### src/rtl/llc_rst_flush_seq_pkg.sv
`default_nettype none
// ============================================================================
// Module   : llc_rst_flush_seq_pkg
// Brief    : Shared LLC constants and the reset/flush sequencer state type.
// Revision : 1.0 - initial release
// ============================================================================
package llc_rst_flush_seq_pkg;

    // Geometry of the last-level cache.
    localparam int LLC_SETS     = 512;
    localparam int LLC_WAYS     = 16;
    localparam int LLC_SET_BITS = $clog2(LLC_SETS);

    // Sequencer states for the reset and flush walks.
    typedef enum logic [2:0] {
        ST_IDLE   = 3'd0,
        ST_RST_WR = 3'd1,
        ST_FL_RD  = 3'd2,
        ST_FL_CHK = 3'd3,
        ST_FL_WB  = 3'd4,
        ST_FL_WR  = 3'd5,
        ST_DONE   = 3'd6
    } llc_seq_state_t;

    // Index width that stays legal for a one-entry vector.
    function automatic int idx_bits(input int n);
        return (n > 1) ? $clog2(n) : 1;
    endfunction

endpackage
`default_nettype wire

### src/rtl/llc_way_pick.sv
`default_nettype none
// ============================================================================
// Module   : llc_way_pick
// Brief    : Lowest-set-bit priority encoder over a way mask, with an
//            any-bit flag. Picks the next way to write back.
// Revision : 1.0 - initial release
// ============================================================================
module llc_way_pick
    import llc_rst_flush_seq_pkg::*;
#(
    parameter int WAYS     = LLC_WAYS,
    parameter int IDX_BITS = idx_bits(WAYS)
) (
    input  logic [WAYS-1:0]     i_mask,
    output logic [IDX_BITS-1:0] o_idx,
    output logic                o_any
);

    // Scan from the top down so the lowest set bit is the last to win.
    always_comb begin
        o_idx = '0;
        for (int i = WAYS - 1; i >= 0; i--) begin
            if (i_mask[i]) begin
                o_idx = IDX_BITS'(i);
            end
        end
        o_any = |i_mask;
    end

endmodule
`default_nettype wire

### src/rtl/llc_rst_flush_seq.sv
`default_nettype none
// ============================================================================
// Module   : llc_rst_flush_seq
// Brief    : Walks the LLC sets one at a time for reset (invalidate every
//            set) and flush (write back valid DATA ways, then invalidate
//            them). Owns the set counter and stall handling and returns a
//            single completion handshake to the LLC front end.
// Revision : 1.0 - initial release
// ============================================================================
module llc_rst_flush_seq
    import llc_rst_flush_seq_pkg::*;
#(
    parameter int SETS     = LLC_SETS,
    parameter int WAYS     = LLC_WAYS,
    parameter int SET_BITS = $clog2(SETS),
    parameter int WAY_BITS = idx_bits(WAYS)
) (
    input  logic                clk,
    input  logic                rst,

    input  logic                rst_req_valid,
    output logic                rst_req_ready,
    input  logic                flush_req_valid,
    output logic                flush_req_ready,

    input  logic                stall_i,

    output logic [SET_BITS-1:0] set_o,
    output logic                rd_en_o,
    input  logic [WAYS-1:0]     way_valid_i,
    input  logic [WAYS-1:0]     way_data_i,
    output logic                wr_rst_o,
    output logic [WAYS-1:0]     wr_flush_mask_o,

    output logic                wb_valid_o,
    input  logic                wb_ready_i,
    output logic [WAY_BITS-1:0] wb_way_o,

    output logic                done_valid_o,
    input  logic                done_ready_i,
    output logic                done_is_flush_o
);

    localparam logic [SET_BITS-1:0] c_last_set = SET_BITS'(SETS - 1);

    llc_seq_state_t      r_state;
    logic [SET_BITS-1:0] r_cnt;
    logic [WAYS-1:0]     r_pend;
    logic [WAYS-1:0]     r_capt;
    logic                r_is_flush;

    logic                w_last_set;
    logic [WAYS-1:0]     w_chk_mask;
    logic [WAY_BITS-1:0] w_pick_idx;
    logic                w_pick_any;
    logic [WAYS-1:0]     w_pick_onehot;
    logic [WAYS-1:0]     w_pend_after;
    logic                w_idle;

    assign w_last_set    = (r_cnt == c_last_set);
    assign w_chk_mask    = way_valid_i & way_data_i;
    assign w_pick_onehot = WAYS'(1) << w_pick_idx;
    assign w_pend_after  = r_pend & ~w_pick_onehot;
    assign w_idle        = (r_state == ST_IDLE);

    // Next way to write back is the lowest pending bit.
    llc_way_pick #(
        .WAYS     (WAYS),
        .IDX_BITS (WAY_BITS)
    ) u_way_pick (
        .i_mask (r_pend),
        .o_idx  (w_pick_idx),
        .o_any  (w_pick_any)
    );

    // Sequencer: request arbitration, set walk, writeback drain and completion.
    always_ff @(posedge clk) begin
        if (rst) begin
            r_state    <= ST_IDLE;
            r_cnt      <= '0;
            r_pend     <= '0;
            r_capt     <= '0;
            r_is_flush <= 1'b0;
        end else begin
            unique case (r_state)
                ST_IDLE: begin
                    // Reset has priority when both requests arrive together.
                    if (rst_req_valid) begin
                        r_cnt   <= '0;
                        r_state <= ST_RST_WR;
                    end else if (flush_req_valid) begin
                        r_cnt   <= '0;
                        r_state <= ST_FL_RD;
                    end
                end
                ST_RST_WR: begin
                    if (!stall_i) begin
                        if (w_last_set) begin
                            r_is_flush <= 1'b0;
                            r_state    <= ST_DONE;
                        end else begin
                            r_cnt <= r_cnt + 1'b1;
                        end
                    end
                end
                ST_FL_RD: begin
                    if (!stall_i) begin
                        r_state <= ST_FL_CHK;
                    end
                end
                ST_FL_CHK: begin
                    // Read data for the set arrives exactly one cycle after rd_en_o.
                    r_pend  <= w_chk_mask;
                    r_capt  <= w_chk_mask;
                    r_state <= (|w_chk_mask) ? ST_FL_WB : ST_FL_WR;
                end
                ST_FL_WB: begin
                    // The update pipeline stall does not apply to memory writebacks.
                    if (wb_ready_i) begin
                        r_pend <= w_pend_after;
                        if (w_pend_after == '0) begin
                            r_state <= ST_FL_WR;
                        end
                    end
                end
                ST_FL_WR: begin
                    if (w_last_set) begin
                        r_is_flush <= 1'b1;
                        r_state    <= ST_DONE;
                    end else begin
                        r_cnt   <= r_cnt + 1'b1;
                        r_state <= ST_FL_RD;
                    end
                end
                ST_DONE: begin
                    if (done_ready_i) begin
                        r_state <= ST_IDLE;
                    end
                end
                default: begin
                    r_state <= ST_IDLE;
                end
            endcase
        end
    end

    // Readies and array commands are quiet while rst is high, so an aborted
    // walk never issues a write in the reset cycle itself.
    assign rst_req_ready   = !rst && w_idle;
    assign flush_req_ready = !rst && w_idle && !rst_req_valid;
    assign rd_en_o         = !rst && (r_state == ST_FL_RD)  && !stall_i;
    assign wr_rst_o        = !rst && (r_state == ST_RST_WR) && !stall_i;
    assign wr_flush_mask_o = (!rst && (r_state == ST_FL_WR)) ? r_capt : '0;

    // Valids are pure decodes of registered state, independent of the readies.
    assign set_o           = r_cnt;
    assign wb_valid_o      = (r_state == ST_FL_WB) && w_pick_any;
    assign wb_way_o        = (r_state == ST_FL_WB) ? w_pick_idx : '0;
    assign done_valid_o    = (r_state == ST_DONE);
    assign done_is_flush_o = (r_state == ST_DONE) && r_is_flush;

endmodule
`default_nettype wire

### config.mk
export PLATFORM = sky130hd
export DESIGN_NAME = llc_rst_flush_seq
export DESIGN_NICKNAME = d
export VERILOG_FILES = /design/src/rtl/llc_rst_flush_seq_pkg.sv /design/src/rtl/llc_way_pick.sv /design/src/rtl/llc_rst_flush_seq.sv
export SDC_FILE = /design/constraint.sdc
export NUM_CORES = 1
export LEC_CHECK = 0
export CAP_MARGIN = 40
export CORE_MARGIN = 8
export CORE_UTILIZATION = 30
export CTS_BUF_LIST = sky130_fd_sc_hd__clkbuf_4 sky130_fd_sc_hd__clkbuf_8
export DETAILED_ROUTE_END_ITERATION = 10
export HOLD_SLACK_MARGIN = 0.1
export PLACE_DENSITY = 0.57
export SETUP_SLACK_MARGIN = 0.15
export SYNTH_ARGS = -nofsm -noshare
export SYNTH_HDL_FRONTEND = slang
export SYNTH_SLANG_ARGS = --single-unit
### constraint.sdc
create_clock -name clk -period 2.3 [get_ports clk]
set_input_delay 0.46 -clock clk [delete_from_list [all_inputs] [get_ports clk]]
set_output_delay 0.46 -clock clk [all_outputs]
set_load 0.005 [all_outputs]
## After elaboration in Yosys (flattened, before gate mapping)

Index checks and enable logic that the tools add are counted.

| storage, ports and cells | value |
|---|---|
| logic and storage cells | 88 |
| bits in registers | 45 |
| input port bits | 39 |

| cells by class | value |
|---|---|
| shifts and indexed selects | 1 |
| bitwise gates (word level) | 3 |
| mux-type cells | 40 |
| reductions and logical operators | 23 |
| equal/unequal tests | 15 |
| add/subtract/negate cells | 1 |

Operator list:

| kind | count |
|---|---|
| two-way mux 4 bit | 17 |
| two-way mux 9 bit | 4 |
| AND 16 bit | 2 |
| two-way mux 16 bit | 2 |
| case mux 16 bit (2 select lines) | 1 |
| OR reduction 16 bit | 2 |
| two-way mux 3 bit | 9 |
| case mux 9 bit (3 select lines) | 1 |
| case mux 3 bit (7 select lines) | 1 |
| zero test 16 bit | 1 |
| inverter 16 bit | 1 |
| left shift 1 x 4 -> 16 bit, first input constant | 1 |
| inequality test 2 bit, second input constant | 6 |
| adder 9 x 1 -> 9 bit, second input constant | 1 |
| equality test 3 bit, second input constant | 3 |
| equality test 9 bit, second input constant | 1 |
| logical AND 1 bit | 9 |
| AND reduction 7 bit | 1 |
| equality test 3 x 2 -> 1 bit, second input constant | 2 |
| two-way mux 1 bit | 4 |
| AND reduction 4 bit | 1 |
| nonzero test 2 bit | 2 |
| equality test 3 x 1 -> 1 bit, second input constant | 1 |
| zero test 1 bit | 3 |
| 7 further kinds | 7 |

## Longest topological paths before layout

| depth | value |
|---|---|
| word-level depth | 23 |
| depth in mapped cells | 11 |
| depth with buffers taken out | 11 |

## Modules after synthesis

A second synthesis with hierarchy kept.

| second synthesis, totals | value |
|---|---|
| cell total of the unflattened synthesis | 365 |
| area, all modules | 2638.8 µm² |

Modules (own cells, without submodules):

| module | area an instance (µm²) | cells an instance | times used |
|---|---|---|---|
| llc_rst_flush_seq | 2462.4 | 331 | 1 |
| llc_way_pick | 176.4 | 34 | 1 |

## Worst setup path after synthesis

OpenSTA, ideal clock, no wires.

| path | value |
|---|---|
| path type | reg2reg |
| start point | reg r_pend[0] |
| end point | reg r_state[1] |
| path slack | -0.039 ns |
| library setup time | 0.120 ns |
| required time | 2.180 ns |
| stages on the path, launching flop included | 9 |
| arrival | 2.219 ns |
| cell sequence | dfxtp_1 > buf_6 > or4_4 > nor2_4 > a41oi_2 > a2111oi_2 > nand4_1 > o41a_1 > o31a_1 |

| between the ends | value |
|---|---|
| cells in the longest elaborated chain, start to end | 7 |

Ends and longest elaborated chain:

| element | RTL line | text |
|---|---|---|
| start, declared | llc_rst_flush_seq.sv:48 | `logic [WAYS-1:0] r_pend;` |
| start signal, assigned | llc_rst_flush_seq.sv:113 | `r_pend <= w_chk_mask;` |
| start signal, assigned | llc_rst_flush_seq.sv:120 | `r_pend <= w_pend_after;` |
| two-way mux 4 bit | llc_way_pick.sv:23 | `if (i_mask[i]) begin` |
| left shift 1 x 4 -> 16 bit | llc_rst_flush_seq.sv:62 | `assign w_pick_onehot = WAYS'(1) << w_pick_idx;` |
| inverter 16 bit | llc_rst_flush_seq.sv:63 | `assign w_pend_after = r_pend & ~w_pick_onehot;` |
| AND 16 bit (*) | llc_rst_flush_seq.sv:63 |  |
| zero test 16 bit (*) | llc_rst_flush_seq.sv:121 | `if (w_pend_after == '0) begin` |
| inequality test 2 bit (no line) (*) | - |  |
| AND reduction 7 bit (no line) (*) | - |  |
| end signal, assigned | llc_rst_flush_seq.sv:115 | `r_state <= (\|w_chk_mask) ? ST_FL_WB : ST_FL_WR;` |
| end, declared | llc_rst_flush_seq.sv:46 | `llc_seq_state_t r_state;` |

Mark *: on every way between the ends. The rest lies on a longest branch, timed or not.
A chain may end at the register's enable or synchronous reset.

## Worst setup path in the final report

| path | value |
|---|---|
| start point | reg r_pend[7] |
| end point | reg r_state[1] |

| between the ends | value |
|---|---|
| cells in the longest elaborated chain, start to end | 14 |

Ends and longest elaborated chain:

| element | RTL line |
|---|---|
| two-way mux 4 bit (8 in a row) | llc_way_pick.sv:23 |
| left shift 1 x 4 -> 16 bit | llc_rst_flush_seq.sv:62 |
| inverter 16 bit | llc_rst_flush_seq.sv:63 |
| AND 16 bit (*) | llc_rst_flush_seq.sv:63 |
| zero test 16 bit (*) | llc_rst_flush_seq.sv:121 |
| inequality test 2 bit (no line) (*) | - |
| AND reduction 7 bit (no line) (*) | - |

Marked as above.

==> results.toml <==
[sta]
rsz0062_at_grt = "true"
period_minus_slack_ns = 2.34
drv_slew = 0
fmax_mhz = 427
finalHoldViolCount = 0
setup_ws_ns = -0.0403
maxSlewHeadroom_pct = 69.1
finalCritPeriodShare_pct = 102
worst_pin_slew_ns = 0.460
clock_skew_ns = 0.0114
final-setup-viol-count = 2

[cts]
cts_buffers = 5
cts_sinks = 45
insertion_delay_ns = 0.30
cts_tree = "built"
clk_pin_slew_ns = 0.09
cts_root_buffer = "clkbuf_8"
clock_path_buffers = 2
htree_levels = 2

[worst_setup_path]
cp_common_cell = "buf_6"
cp_top_family = "simple AND/OR/NAND/NOR gates"
crit_path_max_fanout = 6
path_cells = "buf_6 > or4_4 > nor2_4 > buf_6 > nand2_4 > a2111oi_4 > nand4_1 > o41a_1 > o31a_1"
path_buf_inv = 2
cp_slowest_cell = "or4_4"
worstSetupStartpointType = "flop"
crit_type = "reg2reg"
crit_arrival_ns = 2.54
max_stage_delay_ns = 0.44
end_kind = "flop"
cp.required_ns = 2.50

[floorplanning]
coreArea_sq_um = 9110
die_y_um = 112
die_w_um = 112
die_area_sq_um = 12600
num_rows = 35
ios = 75
initial_core_util_pct = 30.5

[power_and_ir_drop]
power_density_nw_per_um2 = 736
p_leak_nw = 1.90
ir_worst_vdd_mv = 0.364
total_power_mw = 3.50

[status]
failed_checks = "setup timing"
status = "finished, violations left"

[logic_synthesis]
seq_area_frac_synth_pct = 32.4
synth_nets = 405
async_flop_share_pct = 0
ys_types = 57
yosysWarnings = 0
synth_edf_count = 0
synth.avg_cell_area_sq_um = 7.63
yosys_register_bits = 45
synthCells = 364
syn-cell-area_sq_um = 2780
synth_flop_cell = "dfxtp_1"

[routing]
dr.pass1.iters = 4
via_count = 3398
wl_um = 10800
ant_nets = 0
viasPerCell = 5.42
drtIter0Drc = 173
drc_errors = 0
wl_per_cell_um = 17.2

[cells_and_area]
fin_util_pct = 52.2
antenna_cells = 0
area_growth_pct = 71.3
drive_gt1_share_pct = 36.2
nFillCells = 841
fin_nets = 556

[place]
gp_congestion = 0.957
portBuffers = 74
place_hpwl_um = 7630

[grt]
grt_pass1_wl_um = 17000
grt_pass1_vias = 3487
grt_use_total_pct = 16.2
antenna_found_initial = 0
grt_max_degree = 34
grt.overflow.total = 0

[run]
drv_cap = 0

[min_path]
min_path_type = "reg2reg"
## path summary, 6_finish.rpt
path | endpoint | slack, ns | start | cells past startpoint
max | r_state[1]$_SDFFE_PP0P_ | -0.04 | r_pend[7]$_SDFFE_PP0P_ | 9
min | r_capt[12]$_SDFFE_PP0P_ | 0.46 | r_capt[12]$_SDFFE_PP0P_ | 2
max reg2reg | r_state[1]$_SDFFE_PP0P_ | -0.04 | r_pend[7]$_SDFFE_PP0P_ | 9
min reg2reg | r_capt[12]$_SDFFE_PP0P_ | 0.46 | r_capt[12]$_SDFFE_PP0P_ | 2
## report_power, final
group / switching (mW) / total (mW) / internal [mW]
combinational: 0.973 / 1.88 / 0.905
sequential: 0.0769 / 0.919 / 0.842
clock: 0.274 / 0.706 / 0.432
total: 1.32 / 3.50 / 2.18
## synth_stat cells (5+ instances only)
| master | count | share of area (%) |
|---|---|---|
| dfxtp_1 | 45 | 32 |
| and2_1 | 18 | 4.1 |
| nand4_1 | 7 | 1.6 |
| nor4_1 | 5 | 1.1 |
| a31oi_1 | 6 | 1.4 |
| a21oi_1 | 53 | 9.5 |
| inv_1 | 9 | 1.2 |
| clkbuf_1 | 15 | 2.0 |
| nand3_1 | 23 | 4.1 |
| nor3_1 | 11 | 2.0 |
| o31ai_1 | 5 | 1.4 |
| nand2_1 | 27 | 3.6 |
| a221oi_1 | 5 | 1.6 |
| o21ai_0 | 23 | 4.1 |
| nor2_1 | 34 | 4.6 |
## worst min-delay path, stage by stage (launching register included)
cell     delay, ns
dfxtp_1       0.32
nand2_1       0.05
a21oi_1       0.05
## registers in the layout (all words and copies together) (netlist names)
name / count
r_capt: 16
r_is_flush: 1
r_pend: 16
r_state: 3
set_o: 9
## metal layers
layer / vias up / routed length [um] / global-route usage (%)
li1: 1649 / - / -
met1: 1614 / 4680 / 19.8
met2: 103 / 5220 / 27.3
met3: 32 / 502 / 3.01
met4: 0 / 366 / 7.01
met5: - / 0 / 0
## area by class of cell
class	instances	area (sq um)	area share [%]
Tap cell	111	139	2.92
Timing Repair Buffer	167	1440	30.3
Clock inverter	3	65.1	1.37
Sequential cell	45	931	19.6
Multi-Input combinational cell	286	2070	43.5
Inverter	10	41.3	0.868
Clock buffer	5	68.8	1.45
## logic make-up after synthesis
kind of cell | count (synthesis) | synth area share (%)
AND/OR/NAND/NOR | 153 | 29.3
buffers and inverters | 33 | 6.08
multiplexers | 4 | 1.44
adder cells (fa/ha/maj) | 3 | 1.26
flip-flops | 45 | 32.4
AO/OA/AOI/OAI | 121 | 27.9
XOR/XNOR | 5 | 1.58
## repair_timing
action                                  CTS  global route
hold buffers                              0             0
cloned                                    1             0
hold endpoints to repair                  0             0
pin swaps                                21            26
endpoints found under the setup margin   36            46
buffers inserted                         17            10
resized for setup                       100            56
## placed cells by master, fill, tap and decap left out, drive strengths merged, types with 3 or more instances in the layout
cell type	count
a21oi	54
dlygate4sd2	11
buf	99
nor2	35
and2	18
clkdlybuf4s15	6
and3	3
a31oi	6
clkbuf	8
a221o	3
xor2	4
mux2i	4
nand2	28
dfxtp	45
nor4	8
inv	9
nand3	23
o31ai	6
or3	4
nor2b	4
o41ai	3
clkdlybuf4s50	48
o21ai	23
nand2b	3
a211oi	3
a221oi	5
nor3	12
nand4	7
a21o	3
## stage by stage
stage | instance area [sq um] | setup slack, ns | instances | TNS [ns] | hold WS [ns]
after CTS | 4490 | -0.0188 | 617 | -0.0188 | 0.459
after global routing | 4760 | -0.167 | 627 | -0.469 | 0.479
after detailed placement | 4050 | -0.168 | 591 | -3.01 | 0.446
final | 4760 | -0.0403 | 627 | -0.0513 | 0.458
after floorplan | 2800 | 0.0451 | 364 | 0 | 0.432
after global placement | 4050 | -0.148 | 591 | -2.72 | 0.446
Note: power is estimated with default switching activity, not from simulation.
